--- config.mk ---
export PLATFORM = sky130hd
export DESIGN_NAME = instr_word_encoder_flat
export DESIGN_NICKNAME = d
export VERILOG_FILES = /design/src/rtl/instr_word_encoder_if.sv /design/src/rtl/instr_word_encoder.sv /design/src/flat_wrapper.sv
export SDC_FILE = /design/constraint.sdc
export NUM_CORES = 1
export LEC_CHECK = 0
export CAP_MARGIN = 20
export CORE_UTILIZATION = 55
export DETAILED_ROUTE_END_ITERATION = 7
export PLACE_DENSITY_LB_ADDON = 0.15
export SLEW_MARGIN = 30
export SYNTH_ARGS = -nofsm -noshare
export SYNTH_HDL_FRONTEND = slang
export SYNTH_SLANG_ARGS = --single-unit
--- constraint.sdc ---
create_clock -name clk -period 11.05 [get_ports clk]
set_input_delay 2.21 -clock clk [delete_from_list [all_inputs] [get_ports clk]]
set_output_delay 2.21 -clock clk [all_outputs]
set_load 0.01 [all_outputs]
--- src/rtl/instr_word_encoder_if.sv ---
// Loader command bus plus instruction-memory write port for instr_word_encoder.
// The slave modport is the encoder's view; master is the loader/memory side.
interface instr_word_encoder_if #(
    parameter int ADDR_W = 10
);
    logic              cmd_valid;
    logic              cmd_ready;
    logic [1:0]        cmd_type;
    logic [3:0]        cmd_cond;
    logic              cmd_imm;
    logic [3:0]        cmd_fn;
    logic              cmd_sl;
    logic [3:0]        cmd_rn;
    logic [3:0]        cmd_rd;
    logic [11:0]       cmd_src2;
    logic [23:0]       cmd_imm24;
    logic              imem_ready;
    logic              imem_we;
    logic [ADDR_W-1:0] imem_addr;
    logic [31:0]       imem_wdata;

    modport master (
        output cmd_valid, cmd_type, cmd_cond, cmd_imm, cmd_fn, cmd_sl,
               cmd_rn, cmd_rd, cmd_src2, cmd_imm24, imem_ready,
        input  cmd_ready, imem_we, imem_addr, imem_wdata
    );

    modport slave (
        input  cmd_valid, cmd_type, cmd_cond, cmd_imm, cmd_fn, cmd_sl,
               cmd_rn, cmd_rd, cmd_src2, cmd_imm24, imem_ready,
        output cmd_ready, imem_we, imem_addr, imem_wdata
    );
endinterface

--- src/rtl/instr_word_encoder.sv ---
// Packs loader commands into 32-bit instruction words, queues them, writes them to imem in order.
// Accept-to-write latency 1 cycle; cmd_ready drops on full FIFO or exhausted address space, imem_ready stalls writes.
module instr_word_encoder #(
    parameter int ADDR_W    = 10,
    parameter int DEPTH     = 4,
    parameter int BASE_ADDR = 0
) (
    input  logic                clk,
    input  logic                rst_n,
    input  logic                prog_start,
    input  logic                prog_end,
    instr_word_encoder_if.slave bus,
    output logic                prog_done,
    output logic [ADDR_W:0]     word_count,
    output logic                err_illegal,
    output logic                err_overflow
);
    localparam int PW   = $clog2(DEPTH);
    localparam int SPAN = (1 << ADDR_W) - BASE_ADDR;

    typedef enum logic [1:0] {IDLE, LOAD, DRAIN, DONE} state_t;

    state_t            state_q, state_d;
    logic [31:0]       mem_q [DEPTH];
    logic [PW-1:0]     wr_ptr_q, wr_ptr_d, rd_ptr_q, rd_ptr_d;
    logic [PW:0]       cnt_q, cnt_d;
    logic [ADDR_W-1:0] addr_q, addr_d;
    logic [ADDR_W:0]   wc_q, wc_d;
    logic              ill_q, ill_d, ovf_q, ovf_d;
    logic              fifo_full, fifo_empty, addr_exhausted;
    logic              in_load, accept, push, wr_en;
    logic [ADDR_W+1:0] used;
    logic [31:0]       enc_word;

    always_comb begin
        if (bus.cmd_type == 2'b10) begin
            enc_word = {bus.cmd_cond, 2'b10, 2'b10, bus.cmd_imm24};
        end else begin
            enc_word = {bus.cmd_cond, bus.cmd_type, bus.cmd_imm, bus.cmd_fn, bus.cmd_sl,
                        bus.cmd_rn, bus.cmd_rd, bus.cmd_src2};
        end
    end

    // Words already written plus words still queued must never exceed the address window.
    assign used           = {1'b0, wc_q} + (ADDR_W+2)'(cnt_q);
    assign addr_exhausted = (used == (ADDR_W+2)'(SPAN));
    assign fifo_full      = (cnt_q == (PW+1)'(DEPTH));
    assign fifo_empty     = (cnt_q == '0);
    assign in_load        = (state_q == LOAD);

    assign bus.cmd_ready  = in_load & ~fifo_full & ~addr_exhausted & ~prog_start;
    assign accept         = bus.cmd_valid & bus.cmd_ready;
    assign push           = accept & (bus.cmd_type != 2'b11);
    assign wr_en          = (in_load | (state_q == DRAIN)) & ~fifo_empty & bus.imem_ready;

    assign bus.imem_we    = wr_en;
    assign bus.imem_addr  = addr_q;
    assign bus.imem_wdata = mem_q[rd_ptr_q];
    assign prog_done      = (state_q == DONE);
    assign word_count     = wc_q;
    assign err_illegal    = ill_q;
    assign err_overflow   = ovf_q;

    always_comb begin
        state_d  = state_q;
        wr_ptr_d = wr_ptr_q;
        rd_ptr_d = rd_ptr_q;
        cnt_d    = cnt_q;
        addr_d   = addr_q;
        wc_d     = wc_q;
        ill_d    = ill_q;
        ovf_d    = ovf_q;
        if (prog_start) begin
            state_d  = LOAD;
            wr_ptr_d = '0;
            rd_ptr_d = '0;
            cnt_d    = '0;
            addr_d   = ADDR_W'(BASE_ADDR);
            wc_d     = '0;
            ill_d    = 1'b0;
            ovf_d    = 1'b0;
        end else begin
            if (push) wr_ptr_d = wr_ptr_q + 1'b1;
            if (wr_en) begin
                rd_ptr_d = rd_ptr_q + 1'b1;
                wc_d     = wc_q + 1'b1;
                // Saturate rather than wrap; exhaustion blocks any further write anyway.
                if (addr_q != {ADDR_W{1'b1}}) addr_d = addr_q + 1'b1;
            end
            case ({push, wr_en})
                2'b10:   cnt_d = cnt_q + 1'b1;
                2'b01:   cnt_d = cnt_q - 1'b1;
                default: cnt_d = cnt_q;
            endcase
            if (accept && bus.cmd_type == 2'b11) ill_d = 1'b1;
            if (in_load && bus.cmd_valid && addr_exhausted) ovf_d = 1'b1;
            case (state_q)
                IDLE:    state_d = IDLE;
                LOAD:    if (prog_end) state_d = DRAIN;
                DRAIN:   if (fifo_empty) state_d = DONE;
                DONE:    state_d = IDLE;
                default: state_d = IDLE;
            endcase
        end
    end

    always_ff @(posedge clk) begin
        if (!rst_n) begin
            state_q  <= IDLE;
            wr_ptr_q <= '0;
            rd_ptr_q <= '0;
            cnt_q    <= '0;
            addr_q   <= ADDR_W'(BASE_ADDR);
            wc_q     <= '0;
            ill_q    <= 1'b0;
            ovf_q    <= 1'b0;
        end else begin
            state_q  <= state_d;
            wr_ptr_q <= wr_ptr_d;
            rd_ptr_q <= rd_ptr_d;
            cnt_q    <= cnt_d;
            addr_q   <= addr_d;
            wc_q     <= wc_d;
            ill_q    <= ill_d;
            ovf_q    <= ovf_d;
        end
    end

    always_ff @(posedge clk) begin
        if (push) mem_q[wr_ptr_q] <= enc_word;
    end
endmodule

--- src/flat_wrapper.sv ---
// flat-port wrapper written by rule: the top's interface ports become plain ports
module instr_word_encoder_flat 
#(
    parameter int ADDR_W    = 10,
    parameter int DEPTH     = 4,
    parameter int BASE_ADDR = 0
)
  (clk, rst_n, prog_start, prog_end, prog_done, word_count, err_illegal, err_overflow, bus_cmd_valid, bus_cmd_type, bus_cmd_cond, bus_cmd_imm, bus_cmd_fn, bus_cmd_sl, bus_cmd_rn, bus_cmd_rd, bus_cmd_src2, bus_cmd_imm24, bus_imem_ready, bus_cmd_ready, bus_imem_we, bus_imem_addr, bus_imem_wdata);
  instr_word_encoder_if #(.ADDR_W(ADDR_W)) bus_i ();
  input  logic clk;
  input  logic rst_n;
  input  logic prog_start;
  input  logic prog_end;
  output logic prog_done;
  output logic [ADDR_W:0] word_count;
  output logic err_illegal;
  output logic err_overflow;
  input wire logic [$bits(bus_i.cmd_valid)-1:0] bus_cmd_valid;
  input wire logic [$bits(bus_i.cmd_type)-1:0] bus_cmd_type;
  input wire logic [$bits(bus_i.cmd_cond)-1:0] bus_cmd_cond;
  input wire logic [$bits(bus_i.cmd_imm)-1:0] bus_cmd_imm;
  input wire logic [$bits(bus_i.cmd_fn)-1:0] bus_cmd_fn;
  input wire logic [$bits(bus_i.cmd_sl)-1:0] bus_cmd_sl;
  input wire logic [$bits(bus_i.cmd_rn)-1:0] bus_cmd_rn;
  input wire logic [$bits(bus_i.cmd_rd)-1:0] bus_cmd_rd;
  input wire logic [$bits(bus_i.cmd_src2)-1:0] bus_cmd_src2;
  input wire logic [$bits(bus_i.cmd_imm24)-1:0] bus_cmd_imm24;
  input wire logic [$bits(bus_i.imem_ready)-1:0] bus_imem_ready;
  output wire logic [$bits(bus_i.cmd_ready)-1:0] bus_cmd_ready;
  output wire logic [$bits(bus_i.imem_we)-1:0] bus_imem_we;
  output wire logic [$bits(bus_i.imem_addr)-1:0] bus_imem_addr;
  output wire logic [$bits(bus_i.imem_wdata)-1:0] bus_imem_wdata;
  assign bus_i.cmd_valid = bus_cmd_valid;
  assign bus_i.cmd_type = bus_cmd_type;
  assign bus_i.cmd_cond = bus_cmd_cond;
  assign bus_i.cmd_imm = bus_cmd_imm;
  assign bus_i.cmd_fn = bus_cmd_fn;
  assign bus_i.cmd_sl = bus_cmd_sl;
  assign bus_i.cmd_rn = bus_cmd_rn;
  assign bus_i.cmd_rd = bus_cmd_rd;
  assign bus_i.cmd_src2 = bus_cmd_src2;
  assign bus_i.cmd_imm24 = bus_cmd_imm24;
  assign bus_i.imem_ready = bus_imem_ready;
  assign bus_cmd_ready = bus_i.cmd_ready;
  assign bus_imem_we = bus_i.imem_we;
  assign bus_imem_addr = bus_i.imem_addr;
  assign bus_imem_wdata = bus_i.imem_wdata;
  instr_word_encoder #(.ADDR_W(ADDR_W), .DEPTH(DEPTH), .BASE_ADDR(BASE_ADDR)) u_core (.clk(clk), .rst_n(rst_n), .prog_start(prog_start), .prog_end(prog_end), .bus(bus_i), .prog_done(prog_done), .word_count(word_count), .err_illegal(err_illegal), .err_overflow(err_overflow));
endmodule
==> metrics, run 1 <==
outcome finished, final reports clean; final slew viol count 0; area post-placement 8260 um^2; nets in the synthesized netlist 501; Max-slew headroom 43.7%; Mapped Cells 423; Crit Path Class in -> out; vias in the first global route 4,083; Non-Filler Instances 711; Netlist cell types 45; skew final 4.58 ps; Initial Util 56.4%; Max Clk Rate 0.165 GHz; Yosys Warn Count 0; Global Route met3 Usage 5.30%; Ant. Diodes 0; required time worst endpoint 8840 ps; CP arrival 3850 ps; DR DRC count 0; detailed-route vias per instance 5.68; Synth top area share 56.8%; via count 4,042; Nets 629; die area 12,800 um^2; layout cell share with drive strength beyond 1 19.1%; area leader, netlist edfxtp_1; Lkg Pwr 2.85 nW; VDD IR max 0.0905 mV; beginning of the critical path prog_start; CP max FO 4; number of synthesized flops with an enable pin 128; area added between synthesis and finish 30.8%; initial antenna violation count 0; #FFs+latches synth 162; Clock Root Buffer clkbuf_16; total negative slack 0 ps; CORE AREA 12,000 um^2; Total GRT Usage 22.7%; WL/cell 18.9 um; DPL Wire Length 8490 um; worst-margin pin slew 844 ps; RSZ-0062 raised after global routing false; number of I/O port buffers 119; Final Setup Violations 0; Clk Latency, worst-skew pair 420 ps; max_cap viols 0; critical path launch point type input port; GRT busiest layer met2; Chip Height 113 um; CTS sink cnt 162; Clock Path Buffers 2; P per Cell Area 148 nW/um^2; Post-Syn Area 6770 um^2; cts hold-fix bufs 0; min Tclk post-route 6060 ps; post-CTS sizing 0; Post-Syn Area per Cell 16.0 um^2; Most used DFF post-synth edfxtp_1; number of H-tree levels 4; Final ANT Viol Nets 0; total grt overflow 0; fin crit share 54.8%; # IOs 120; M1 GR Usage 27.8%; FILL cells 774; largest cells by area after synthesis edfxtp_1 (57%), mux4_2 (11%), dfxtp_1 (10%); placed cells 679; Num CTS Buffers 17; pin count of the biggest net entering global routing 33; drt pass-1 iters 4; hold wc startpoint u_core.err_illegal; reg2reg start u_core.word_count[0]; first-pass GRT wire length 21,200 um; Clock transition at path regs 60 ps; number of post-CTS setup repair buffers 0; routing usage on met2 39.3%; CTS tree yes; final instance area 8850 um^2; Iteration-0 DRC Markers 210; Critical Path Sink Type output port; standard-cell row count 40; Hold WC Path Type reg -> reg; chip width 113 um; Seq/Total Area, Yosys 66.8%; ys async rst share 0%; Routed WL 13,500 um; Routability Congestion 0.892; Final Hold Fails 0
==> path summary, 6_finish.rpt <==
path                             end  slack [ps]  cells after the start
setup / recovery       bus_cmd_ready        4990                      5
hold / removal    u_core.err_illegal         450                      2
setup reg to reg     u_core.cnt_q[2]        7130                     13
hold reg to reg   u_core.err_illegal         450                      2
==> layout make-up <==
type	instances	area (um^2)	share of cell area, %
clock buffers	19	433	4.89
multi-input cells	226	2150	24.3
repair buffers	128	1340	15.2
well taps	147	184	2.08
flip-flops and latches	162	4530	51.1
clock inverters	13	160	1.81
inverters	16	60.1	0.678
==> routing by layer <==
layer / up-vias / part of all wire (%)
met5: - / 0
li1: 1886 / -
met1: 2011 / 42
met4: 0 / 1.5
met2: 130 / 51
met3: 15 / 4.6
==> placed cells by master (no fill, tap or decap), drive strengths merged, types with 3 or more instances in the layout <==
cell / n
clkbuf: 19
nand3: 10
or3: 8
nand2: 17
ha: 14
nor2: 31
bufinv: 3
dfxtp: 34
clkdlybuf4s50: 119
a21oi: 16
o21ai: 11
clkinvlp: 4
nand4: 3
xnor2: 8
clkinv: 4
nor2b: 4
mux4: 32
xor2: 8
nor3: 6
o211ai: 3
or2: 3
mux2: 24
buf: 9
mux2i: 4
inv: 18
edfxtp: 128
o21a: 3
==> synth_stat cells (3+ instances only) <==
library cell and n:
clkbuf_1 10, o21ai_0 9, mux4_2 32, a21oi_1 16
mux2i_1 4, xor2_1 8, or3_1 8, inv_1 16
edfxtp_1 128, nor3_1 6, nand3_1 9, ha_1 14
o21a_1 3, nor2_1 31, nand2_1 17, xnor2_1 8
nor2b_1 4, dfxtp_1 34, mux2_2 24, buf_1 7
==> critical path: stages <==
cell and delay [ps]:
clkdlybuf4s50_1 470, a31oi_1 370, o21ai_1 140, nor2_1 120, clkdlybuf4s50_1 540
==> registers in the layout (all words and copies together) (netlist names), named ones only <==
name,count
u_core.mem_q,128
u_core.word_count,11
u_core.err_overflow,1
u_core.bus.imem_addr,10
u_core.cnt_q,3
u_core.err_illegal,1
u_core.rd_ptr_q,2
u_core.wr_ptr_q,2
u_core.state_q,2
==> metrics by stage <==
| stage | setup WS [ps] | hold WS (ps) | util [%] | total power [W] |
|---|---|---|---|---|
| after floorplan | 6060 | 470 | - | 0.000702 |
| after global placement | 5070 | 444 | 67.7 | 0.000734 |
| after CTS | 5000 | 455 | 73.7 | 0.00132 |
| after global routing | 4920 | 495 | 73.7 | 0.00135 |
| final | 4990 | 450 | 73.7 | 0.00131 |
| after detailed placement | 5020 | 446 | 68.8 | 0.000738 |
==> where the power goes <==
part           leakage [nW]  internal, W  switching, W
Combinational          1.14    0.0000355     0.0000247
Sequential             1.43     0.000663    0.00000131
Clock                 0.277     0.000355      0.000228
Total                  2.85      0.00105      0.000254
==> cells by family after synthesis <==
logic type      Yosys count  synth area share (%)
xor+xnor                 16                  2.07
simple gates             89                  6.38
flops                   162                  66.8
compound gates           45                  4.34
buf+inv                  35                  1.98
mux                      60                  15.2
fa+ha+maj                16                  3.18
Power figures use the tool's default switching activity.
==> run 2: changes to the inputs <==
- CORE_UTILIZATION: 55 -> 53
- clock period: 11.05 -> 6.15 ns (I/O delays scaled with it)
==> run 2 against run 1 <==
Compared with the run above: via count fell by 0.25%; sequential share of layout area did not move; critical endpoint unchanged; register-to-register slack lost 4800 ps; power up 73%; non-clock buffer count rose by 2; hold slack better by 12 ps; global-route usage fell by 1.1 points; largest cell class unchanged; final cell count is 3.2% higher; sequential power increased by 79%.
==> metrics, run 2 (synthesized netlist as in run 1, its figures left out) <==
standard-cell row count 40 (unchanged); placed cells 702 (+3.4%); die area 13,200 um^2 (+3.7%); critical path launch point type flop; skew final 5.33 ps (+0.749 ps); Comb power frac 4.8% (+0.2 points); Crit Path Class reg -> out; initial antenna violation count 0 (unchanged); worst path cell trace ha_1 > fa_1 > nor2_1 > o21ai_0 > a2111oi_0 > nand3_2 > o21ai_1 > nor2_1 > clkdlybuf4s50_1; Clock Path Buffers 2 (unchanged); Final Setup Violations 0 (unchanged); Num CTS Buffers 17 (unchanged); switching share of total power 21.0% (+1.5 points); Ant. Diodes 0 (unchanged); post-CTS sizing 0 (unchanged); CORE AREA 12,200 um^2 (+1.7%); post-layout total power 0.00226 W (+73%); pin count of the biggest net entering global routing 33 (unchanged); hold depth 2 (unchanged); min Tclk post-route 4370 ps; detailed-route vias per instance 5.49 (-3.4%); chip width 115 um (+1.8%); Nets 631 (+0.32%); commonest non-fill, non-tap cell in the layout edfxtp_1; final slew viol count 0 (unchanged); fin crit share 71.1%; number of I/O port buffers 119 (unchanged); VDD IR max 0.159 mV (+76%); CTS sink cnt 162 (unchanged); Clk Latency, worst-skew pair 430 ps (about the same); Hold WC Path Type reg -> reg; most used cells in the layout excluding fill and tap cells edfxtp_1 (128), clkdlybuf4s50_1 (119), mux4_2 (32), dfxtp_1 (32), nor2_1 (27); WL/cell 17.7 um (-6.4%); area added between synthesis and finish 30.8% (unchanged); outcome finished, final reports clean; layout cell share with drive strength beyond 1 19.8% (+0.64 points); Clock Root Buffer clkbuf_16; max FFs per register 128 (unchanged); CP arrival 3140 ps (-710 ps); Critical Path Most Common Cell nor2_1; number of H-tree levels 4 (unchanged); Sw Pwr 0.000474 W (+86%); Reg-to-Reg End u_core.cnt_q[2]; Routability Congestion 0.830 (-6.9%); Max Clk Rate 0.229 GHz; Iteration-0 DRC Markers 203 (-3.3%); cts hold-fix bufs 0 (unchanged); RSZ-0062 raised after global routing false; DPL Wire Length 8550 um (+0.75%); P per Cell Area 255 nW/um^2 (+73%); Max-slew headroom 42.8% (-0.92 points); final instance area 8850 um^2 (unchanged); clock share of power 42.5% (-2.1 points); r2r setup slk 2310 ps (-4820 ps); Crit path largest cell delay 540 ps (about the same); hold wc startpoint u_core.err_illegal; worst-margin pin slew 858 ps (+13.7 ps); Routed WL 13,000 um (-3.3%); crit-path leading delay family compound AO/OA/AOI/OAI gates; Lkg Pwr 2.84 nW (-0.24%); via count 4,032 (-0.25%); FILL cells 855 (+10%); reg2reg start u_core.word_count[0]; Clock transition at path regs 60 ps (about the same); required time worst endpoint 4920 ps (-3920 ps); r2r worst-path depth 13 (unchanged); Internal 0.00179 W (+70%); area post-placement 8300 um^2 (+0.53%); Slowest cell on crit path a2111oi_0; Chip Height 115 um (+1.8%); Critical Path Sink Type output port; CTS tree yes; WHS Endpoint u_core.err_illegal; Initial Util 55.4% (-0.92 points); Most flops, register u_core.mem_q; Final ANT Viol Nets 0 (unchanged); vias in the first global route 4,029 (-1.3%); Final Hold Fails 0 (unchanged); first-pass GRT wire length 20,700 um (-2.6%); Total GRT Usage 21.6% (-1.1 points); Reg power frac 52.8% (+2.0 points); drt pass-1 iters 4 (unchanged); total negative slack 0 ps (unchanged); total grt overflow 0 (unchanged); DR DRC count 0 (unchanged); number of post-CTS setup repair buffers 0 (unchanged); CP bufs+invs 1 (-1); max_cap viols 0 (unchanged); # IOs 120 (unchanged); beginning of the critical path u_core.word_count[0]; CP max FO 5 (+1); Non-Filler Instances 734 (+3.2%)
## run 2: changes by cell type in the layout (fill, tap and decap cells not counted), sizes merged
cell	previous run	this run
buf	9	11
bufinv	3	0
clkinv	4	7
clkinvlp	4	3
inv	18	19
## run 2: worst min-delay path, delay by kind of cell (launching register included)
kind,cells,cell delay (ps)
flops,1,310
buf+inv,1,50
compound gates,1,50
## run 2: per-stage QoR
step	util [%]	hold WS [ps]	worst slack, ps
after floorplan	-	470	2630
after global placement	66.8	443	2100
after detailed placement	68.0	457	2060
after CTS	72.5	468	1750
after global routing	72.5	493	1620
final	72.5	462	1780
## run 2: cell type report
type	instances	area [um^2]	area share (%)
Sequential cell	162	4530	51.1
Multi-Input combinational cell	226	2150	24.3
Timing Repair Buffer	130	1360	15.3
Clock buffer	19	443	5.00
Tap cell	168	210	2.37
Clock inverter	13	106	1.20
Inverter	16	60.1	0.678
## run 2: how the worst max path moves through the flow
stage | endpoint | slack [ps] | cells after the start
finish | bus_cmd_ready | 1780 | 9
global route | bus_cmd_ready | 1620 | 9
CTS | bus_cmd_ready | 1750 | 9
detailed placement | bus_cmd_ready | 2060 | 5
global placement | bus_cmd_ready | 2100 | 5
floorplan | u_core.mem_q[0][0] | 2630 | 7
## run 2: power groups by stage
stage,Sequential [W],Combinational (W),Clock (W)
3_5_place_dp,0.00122,0.000108,0
5_1_grt,0.00119,0.000117,0.00102
3_3_place_gp,0.00122,0.000103,0
4_1_cts,0.00119,0.000109,0.000978
2_1_floorplan,0.00122,0.0000441,0
6_report,0.00119,0.000108,0.000960
## run 2: layer usage
metal	part of all wire [%]	vias up	track usage (%)	wire length, um
met1	42	2005	25.9	5510
met2	50	122	36.5	6520
met3	5.5	18	6.01	710
met4	2.1	0	9.70	271
li1	-	1887	-	-
met5	0	-	0	0
